File: config.mk
export PLATFORM = sky130hd
export DESIGN_NAME = traffic_phase_ctrl
export DESIGN_NICKNAME = d
export VERILOG_FILES = /design/src/rtl/traffic_pkg.sv /design/src/rtl/next_lane_sel.sv /design/src/rtl/traffic_phase_ctrl.sv
export SDC_FILE = /design/constraint.sdc
export NUM_CORES = 1
export LEC_CHECK = 0
export CAP_MARGIN = 20
export CELL_PAD_IN_SITES_DETAIL_PLACEMENT = 1
export CELL_PAD_IN_SITES_GLOBAL_PLACEMENT = 2
export CORE_UTILIZATION = 34
export DETAILED_ROUTE_END_ITERATION = 10
export PLACE_DENSITY = 0.76
export SLEW_MARGIN = 20
export SYNTH_ARGS = -nofsm -noshare
export SYNTH_HDL_FRONTEND = slang
export SYNTH_HIERARCHICAL = 1
export SYNTH_SLANG_ARGS = --single-unit
File: constraint.sdc
create_clock -name clk -period 3.2 [get_ports clk]
set_input_delay 0.64 -clock clk [delete_from_list [all_inputs] [get_ports clk]]
set_output_delay 0.64 -clock clk [all_outputs]
set_load 0.05 [all_outputs]
File: src/rtl/traffic_pkg.sv
// Shared types for the normal-operation traffic phase sequencer and its downstream decoder.
package traffic_pkg;

  localparam int unsigned NUM_LANES = 4;

  typedef logic [1:0] lane_t;

  typedef enum logic {
    GREEN  = 1'b0,
    YELLOW = 1'b1
  } phase_state_t;

endpackage : traffic_pkg

File: src/rtl/next_lane_sel.sv
// Rotating priority select: first approach after cur_lane with a waiting vehicle,
// or cur_lane itself when no other approach has demand.
module next_lane_sel
  import traffic_pkg::*;
(
  input  lane_t                cur_lane,
  input  logic [NUM_LANES-1:0] car_present,
  output lane_t                next_lane
);

  lane_t cand;
  logic  found;

  always_comb begin
    next_lane = cur_lane;
    cand      = cur_lane;
    found     = 1'b0;
    // Search L+1, L+2, L+3 in order; 2-bit wrap gives the modulo-4 rotation.
    for (int k = 1; k < NUM_LANES; k++) begin
      cand = cur_lane + lane_t'(k);
      if (!found && car_present[cand]) begin
        next_lane = cand;
        found     = 1'b1;
      end
    end
  end

endmodule : next_lane_sel

File: src/rtl/traffic_phase_ctrl.sv
// Timed green/yellow phase sequencer for a four-approach intersection.
// Optional demand-based skipping of idle approaches under TRAFFIC_SKIP_EMPTY_EN.
module traffic_phase_ctrl
  import traffic_pkg::*;
#(
  parameter int unsigned GREEN_CYCLES  = 20,
  parameter int unsigned YELLOW_CYCLES = 4,
  parameter int unsigned CNT_W         = 8
) (
  input  logic                 clk,
  input  logic                 rst_n,
  input  logic                 en,
  input  logic [NUM_LANES-1:0] car_present,
  output lane_t                traffic_light,
  output logic                 yellow,
  output logic                 phase_start
);

  localparam logic [CNT_W-1:0] GREEN_LAST  = CNT_W'(GREEN_CYCLES - 1);
  localparam logic [CNT_W-1:0] YELLOW_LAST = CNT_W'(YELLOW_CYCLES - 1);

  phase_state_t     state, state_d;
  logic [CNT_W-1:0] cnt, cnt_d;
  lane_t            light_d;
  logic             yellow_d;
  logic             phase_start_d;
  lane_t            next_lane;

`ifdef TRAFFIC_SKIP_EMPTY_EN
  next_lane_sel u_next_lane_sel (
    .cur_lane    (traffic_light),
    .car_present (car_present),
    .next_lane   (next_lane)
  );
`else
  logic unused_car_present;

  assign unused_car_present = ^car_present;
  assign next_lane          = traffic_light + lane_t'(1);
`endif

  // State and output registers.
  always_ff @(posedge clk or negedge rst_n) begin
    if (!rst_n) begin
      state         <= GREEN;
      cnt           <= '0;
      traffic_light <= '0;
      yellow        <= 1'b0;
      phase_start   <= 1'b0;
    end else begin
      state         <= state_d;
      cnt           <= cnt_d;
      traffic_light <= light_d;
      yellow        <= yellow_d;
      phase_start   <= phase_start_d;
    end
  end

  // Interval counting and phase transitions; everything holds while en is low,
  // except phase_start which always self-clears.
  always_comb begin
    state_d       = state;
    cnt_d         = cnt;
    light_d       = traffic_light;
    yellow_d      = yellow;
    phase_start_d = 1'b0;
    if (en) begin
      unique case (state)
        GREEN: begin
          if (cnt == GREEN_LAST) begin
            cnt_d    = '0;
            state_d  = YELLOW;
            yellow_d = 1'b1;
          end else begin
            cnt_d = cnt + CNT_W'(1);
          end
        end
        YELLOW: begin
          if (cnt == YELLOW_LAST) begin
            cnt_d         = '0;
            state_d       = GREEN;
            yellow_d      = 1'b0;
            light_d       = next_lane;
            phase_start_d = 1'b1;
          end else begin
            cnt_d = cnt + CNT_W'(1);
          end
        end
      endcase
    end
  end

endmodule : traffic_phase_ctrl
Word level (Yosys, flattened, before mapping)
Cells that the tools add are included.
{"block": "word_totals", "wordCells": 26, "inputBits": 7, "regBits": 13}
{"block": "op_classes", "n_eq_ne": 4, "n_reduce_logical": 2, "mux": 12, "bitwise_logic": 1, "add_sub_neg": 2}
{"cell": "two-way mux 8 bit", "count": 2}
{"cell": "one-hot mux 8 bit (2 select lines)", "count": 1}
{"cell": "adder 8 x 1 -> 8 bit, second input constant", "count": 1}
{"cell": "== test 8 x 2 -> 1 bit, second input constant", "count": 1}
{"cell": "== test 8 x 5 -> 1 bit, second input constant", "count": 1}
{"cell": "two-way mux 1 bit", "count": 7}
{"cell": "AND reduction 3 bit", "count": 2}
{"cell": "one-hot mux 1 bit (2 select lines)", "count": 2}
{"cell": "adder 2 x 1 -> 2 bit, second input constant", "count": 1}
{"cell": "!= test 2 x 1 -> 1 bit, second input constant", "count": 1}
{"cell": "!= test 2 bit, second input constant", "count": 1}
{"cell": "NOT 1 bit", "count": 1}

Depth between registers and ports, before layout
Gate-level depths: netlist of the first run.
{"block": "depth", "depth_word": 4, "ltp_mapped": 4}

Worst setup path after synthesis of the first run
OpenSTA, ideal clock, no wires.
{"block": "synth_path", "path_type": "reg2reg", "startpoint": "reg cnt[0]", "endpoint": "reg state", "t_arrival_ps": 1326, "period_less_slack_ps": 1451, "stages_incl_launch_ff": 5, "path_slack_ps": 1749, "t_required_ps": 3075, "n_path_buf": 0, "setup_ps": 125, "path_cell_list": "dfrtp_1 > ha_1 > nor4b_4 > nand3_2 > mux2_4"}
{"block": "synth_via", "elab_chain_len": 3, "elab_cells_between_ends": 5, "cone_classes": "2 x eq/ne; 3 x mux"}
{"item": "from (decl)", "line": "traffic_phase_ctrl.sv:23", "text": "logic [CNT_W-1:0] cnt, cnt_d;"}
{"item": "from (signal assigned)", "line": "traffic_phase_ctrl.sv:52", "text": "cnt <= cnt_d;"}
{"item": "== test 8 x 2 -> 1 bit or == test 8 x 5 -> 1 bit (tied branches)", "line": "traffic_phase_ctrl.sv:79, traffic_phase_ctrl.sv:70"}
{"item": "two-way mux 1 bit (on tied branches)", "line": "traffic_phase_ctrl.sv:79, traffic_phase_ctrl.sv:70"}
{"item": "one-hot mux 1 bit (2 select lines) (*)", "line": "traffic_phase_ctrl.sv:68", "text": "unique case (state)"}
{"item": "to (signal assigned)", "line": "traffic_phase_ctrl.sv:51", "text": "state <= state_d;"}
{"item": "to (decl)", "line": "traffic_phase_ctrl.sv:22", "text": "phase_state_t state, state_d;"}
Mark *: on every way between the ends. The rest lies on a longest branch, timed or not.
A chain may end at the register's enable or synchronous reset.

Final worst setup path of the first run
{"block": "layout_path", "startpoint": "reg traffic_light[0]", "endpoint": "out traffic_light[0]"}
{"item": "from (decl)", "line": "traffic_phase_ctrl.sv:14", "text": "output lane_t traffic_light,"}
{"item": "from (signal assigned)", "line": "traffic_phase_ctrl.sv:53", "text": "traffic_light <= light_d;"}
No word-level cell between the ends.

==> out/qor.yml, run 1 <==
routing:
  viasPerCell: 5.20
  dr.pass1.iters: 4
  drtIter0Drc: 8
  vias: 484
  remaining_drc_errors: 0
  ant_nets: 0
  drt_wl_total_um: 1260
  wire_per_inst_um: 13.5
synth:
  synth-edff-count: 0
  yosysWarningCount: 6
  ys_top_cells_by_area: "dfrtp_1, nand4_1, xnor2_1, xor2_1, nor4b_4"
  synthesis.area_sq_um: 658
  synth_top_area_frac: 0.494
  avgSynthCellArea_sq_um: 11.0
  synth_top_area_cell: "dfrtp_1"
  ys_seq_elements: 13
  ys_seq_area_frac: 0.494
  syn_inst: 60
  synth.distinct_cells: 28
  synth-async-reset-ratio: 1.00
  yosysMostFrequentCell: "dfrtp_1"
  syn_nets: 68
  synthFlopType: "dfrtp_1"
  synthTopCellsByCount: "dfrtp_1, nand4_1, inv_1"
clock_tree:
  cts_buffer_depth: 2
  numClockSinks: 13
  clk_latency_ns: 0.28
  ctsHtreeMaxLevel: 1
  postCtsSetupBuffers: 0
  clk_pin_slew_ns: 0.07
  clockRootBuffer: "clkbuf_4"
  ctsResizeCount: 0
  tritoncts: "built"
  ctsHoldBuffers: 0
  numCtsBuffers: 3
floorplan:
  die_area_sq_um: 2120
  io_pins: 11
  core_sq_um: 1760
  rows: 15
  die_y_um: 46.0
  die_w_um: 46.0
  initial_utilization: 0.373
critical_path:
  crit_cells: 1
  crit_arrival_ns: 1.47
  critPathCaptureType: "primary output"
  path_cells: "clkdlybuf4s50_1"
  crit_fanout: 3
  critical-path-max-stage-delay_ns: 0.82
  r2r_slack_ns: 1.52
  r2r_start: "cnt[0]"
  critPathRequiredTime_ns: 2.56
  crit_path_top_delay_cell: "clkdlybuf4s50_1"
  reg2reg_to: "state"
  critPathTopFamily: "buffers and inverters"
  start_kind: "flip-flop"
  crit_type: "flip-flop to primary output"
  rr_worst_depth: 4
  path_buf_inv: 1
global_routing:
  grt_pass1_wl_um: 2130
  busiest_layer: "met2"
  grt_max_degree: 15
  antenna_found_initial: 0
  use_met2: 0.217
  grt.overflow.total: 0
  grt_use_total: 0.144
  met3_usage: 0.0595
  grt_pass1_vias: 465
  gr-usage-met1: 0.184
placement:
  gp_congestion: 0.644
  placed_area_sq_um: 741
  io_buffer_count: 6
  dp_hpwl_um: 885
timing:
  min_period_ns: 2.11
  skew_ns: 0.00722
  fin_crit_sh: 0.661
  finalHoldViolations: 0
  rsz0062_at_grt: "false"
  worst_pin_slew_ns: 0.615
  final-setup-viol-count: 0
  fmax_mhz: 473
  fin_setup_tns_ns: 0
  fin_hold_ws_ns: 0.470
  slew_viol_final: 0
  relSlewSlack: 0.589
layout:
  fillers: 216
  drive_gt1_frac: 0.103
  final_util: 0.435
  final_nets: 77
  area_growth_syn_to_layout_pct: 16.5
  n_antenna_cell: 0
  design_area_sq_um: 767
status:
  status: "finished, final reports clean"
min_path:
  whs_path_depth: 1
  hp-start: "traffic_light[1]"
  holdPathEnd: "traffic_light[1]"
  hold_class: "flip-flop to flip-flop"
power_and_ir_drop:
  max-vdd-ir-drop_mv: 0.267
  pwr_density_cell_nw_per_um2: 727
  p_leak_nw: 0.336
job:
  cap_viol_max_count: 0
placed cells by master, fill, tap and decap left out, types with 2 or more instances in the layout:
cell type        count
o22ai_1              2
nand2_1              3
nand2b_1             2
clkbuf_4             3
dfrtp_1             13
clkdlybuf4s50_1      6
nand4_1              6
xor2_1               3
xnor2_1              4
inv_1                5
nor2_1               3
registers in the layout, summed over array words and instances (netlist names):
register and count:
cnt 8, traffic_light 2, phase_start 1, state 1, yellow 1
worst max-delay path by stage:
stage	start	end	slack [ns]
2_1_floorplan	cnt[0]	state	1.75
4_1_cts	traffic_light[0]	traffic_light[0]	1.07
3_5_place_dp	en	traffic_light[0]	1.09
5_1_grt	traffic_light[0]	traffic_light[0]	1.02
6_report	traffic_light[0]	traffic_light[0]	1.09
3_3_place_gp	en	traffic_light[0]	1.14
per-stage QoR:
stage | power [mW] | setup WS, ns | instances
finish | 0.558 | 1.09 | 93
global route | 0.602 | 1.02 | 93
CTS | 0.569 | 1.07 | 93
detailed placement | 0.463 | 1.09 | 89
global placement | 0.454 | 1.14 | 89
floorplan | 0.412 | 1.75 | 60
routing by layer:
layer | share of wire | vias to the layer above
li1 | - | 230
met5 | 0 | -
met1 | 0.49 | 245
met4 | 0.0064 | 0
met2 | 0.47 | 7
met3 | 0.037 | 2
report_power, final:
part           leakage [nW]  switching, mW  internal (mW)  total [mW]
combinational         0.158         0.0845         0.0783       0.163
clock                0.0150         0.0518         0.0483       0.100
sequential            0.163         0.0791          0.216       0.295
total                 0.336          0.215          0.342       0.558
logic make-up (layout without fill, tap and decap cells):
group           Yosys count  after routing  share of synthesized area
simple gates             22             22                      0.221
flops                    13             13                      0.494
compound gates            7              7                     0.0760
xor+xnor                  7              7                     0.0932
buf+inv                   7             15                     0.0418
mux                       3              3                     0.0551
fa+ha+maj                 1              1                     0.0190
cell type report:
| cell class | instances | area, sq um | share of cell area |
|---|---|---|---|
| flip-flops and latches | 13 | 325 | 0.424 |
| well taps | 25 | 31.3 | 0.0408 |
| inverters | 5 | 18.8 | 0.0245 |
| clock buffers | 4 | 26.3 | 0.0343 |
| repair buffers | 6 | 60.1 | 0.0783 |
| multi-input cells | 40 | 305 | 0.398 |
No activity file was read; power rests on OpenSTA's default activity.
==> run 2: changes to the inputs <==
CORE_UTILIZATION = 32   (was 34)
PLACE_DENSITY = 0.72   (was 0.76)
clock period = 2.1 ns   (was 3.2 ns; I/O delays follow)
==> out/qor.yml, run 2 (same netlist as run 1, synthesis figures left out) <==
layout:
  largestRegisters: "cnt: 8 flops, traffic_light: 2 flops"
  largest_register_ffs: 8  # unchanged
  mostFrequentLayoutCell: "dfrtp_1"
  drive_gt1_frac: 0.116  # +0.0130
  fillers: 233  # +7.9%
  n_antenna_cell: 0  # unchanged
  top_register: "cnt"
  area_growth_syn_to_layout_pct: 18.1
  multi_input_area_sq_um: 305  # unchanged
  final_cell_mix: "dfrtp_1, nand4_1, clkdlybuf4s50_1"
  regArea_sq_um: 325  # unchanged
  finalNonFillerCells: 96  # +3.2%
  final_nets: 78  # +1.3%
power_and_ir_drop:
  p_total_mw: 0.859  # +54%
  p_leak_nw: 0.340  # +1.4%
  pwr_density_cell_nw_per_um2: 1110  # +52%
  max-vdd-ir-drop_mv: 0.444  # +66%
clock_tree:
  tritoncts: "built"
  postCtsSetupBuffers: 0  # unchanged
  ctsHoldBuffers: 0  # unchanged
  clockRootBuffer: "clkbuf_4"
  clk_pin_slew_ns: 0.09  # +0.02 ns
  ctsResizeCount: 0  # unchanged
  clk_latency_ns: 0.28  # about the same
  cts_buffer_depth: 2  # unchanged
  numClockSinks: 13  # unchanged
  ctsHtreeMaxLevel: 1  # unchanged
  numCtsBuffers: 3  # unchanged
critical_path:
  path_cells: "clkdlybuf4s50_1"
  critical-path-max-stage-delay_ns: 0.81  # about the same
  crit_cells: 1  # unchanged
  crit_path_top_delay_cell: "clkdlybuf4s50_1"
  start_kind: "flip-flop"
  crit_type: "flip-flop to primary output"
  rr_worst_depth: 4  # unchanged
  critPathTopFamily: "buffers and inverters"
  crit_arrival_ns: 1.48  # about the same
  critPathRequiredTime_ns: 1.68  # -0.88 ns
  crit_fanout: 3  # unchanged
  critPathCaptureType: "primary output"
  path_buf_inv: 1  # unchanged
global_routing:
  grt_max_degree: 14  # -1
  grt_use_total: 0.132  # -0.0123
  grt.overflow.total: 0  # unchanged
  grt_pass1_vias: 412  # -11%
  antenna_found_initial: 0  # unchanged
  grt_pass1_wl_um: 2010  # -5.6%
floorplan:
  die_y_um: 47.4  # +2.9%
  die_w_um: 47.4  # +2.9%
  core_sq_um: 1940  # +10%
  initial_utilization: 0.339  # -0.0341
  io_pins: 11  # unchanged
  die_area_sq_um: 2240  # +6.0%
  rows: 16  # +1
routing:
  drt_wl_total_um: 1250  # -0.64%
  drtIter0Drc: 3  # -5
  ant_nets: 0  # unchanged
  wire_per_inst_um: 13.0  # -3.7%
  vias: 464  # -4.1%
  remaining_drc_errors: 0  # unchanged
  viasPerCell: 4.83  # -7.1%
  dr.pass1.iters: 3  # -1
timing:
  fin_setup_tns_ns: 0  # unchanged
  rsz0062_at_grt: "false"
  finalHoldViolations: 0  # unchanged
  skew_ns: 0.000715  # -0.00651 ns
  relSlewSlack: 0.601  # +0.0118
  slew_viol_final: 0  # unchanged
  fin_ws_ns: 0.197  # -0.889 ns
  min_period_ns: 1.90
  fin_hold_ws_ns: 0.472  # +0.00125 ns
  fin_crit_sh: 0.906
  fmax_mhz: 526
  final-setup-viol-count: 0  # unchanged
  worst_pin_slew_ns: 0.597  # -0.0177 ns
placement:
  pre_cts_ws_ns: 0.265  # -0.827 ns
  placed_cells: 92  # +3.4%
  dp_hpwl_um: 876  # -1.1%
  io_buffer_count: 6  # unchanged
  gp_congestion: 0.655  # +1.8%
status:
  status: "finished, final reports clean"
job:
  cap_viol_max_count: 0  # unchanged
min_path:
  hold_class: "flip-flop to flip-flop"
  whs_path_depth: 1  # unchanged
[run 2: stage by stage]
stage / area, sq um / utilization
after global routing: 777 / 0.400
after CTS: 777 / 0.400
after floorplan: 658 / -
after detailed placement: 751 / 0.387
final: 777 / 0.400
after global placement: 751 / 0.387
[run 2: layout make-up]
class                      instances  share of cell area
timing repair buffer               7              0.0870
inverter                           5              0.0242
multi-input combinational         40               0.393
sequential                        13               0.419
clock buffer                       4              0.0338
tap                               27              0.0435
[run 2: layer usage]
layer  routed length (um)  part of all wire  vias up  global-route usage
met3                   25             0.020        2              0.0346
met5                    0                 0        -                   0
met4                    9            0.0072        0              0.0686
met1                  635              0.51      228               0.205
met2                  575              0.46        3               0.162
li1                     -                 -      231                   -
[run 2: path summary, 6_finish.rpt]
kind,from,endpoint,slack [ns]
max in group asynchronous,rst_n,cnt[1],1.20
worst min register to register,traffic_light[1],traffic_light[1],0.47
min in group asynchronous,rst_n,phase_start,0.51
worst max-delay path,traffic_light[0],traffic_light[0],0.20
worst min-delay path,traffic_light[1],traffic_light[1],0.47
worst max register to register,cnt[0],state,0.44
[run 2: worst reg2reg max path, cell delays in order (launching register included)]
cell     delay, ns
dfrtp_1       0.43
ha_1          0.27
nor4b_4       0.42
nand3_2       0.13
mux2_4        0.31
[run 2: where the power goes]
| part | internal (mW) | leakage, nW | switching (mW) | total, mW |
|---|---|---|---|---|
| Sequential | 0.328 | 0.163 | 0.123 | 0.452 |
| Clock | 0.0736 | 0.0150 | 0.0890 | 0.163 |
| Combinational | 0.121 | 0.163 | 0.124 | 0.245 |
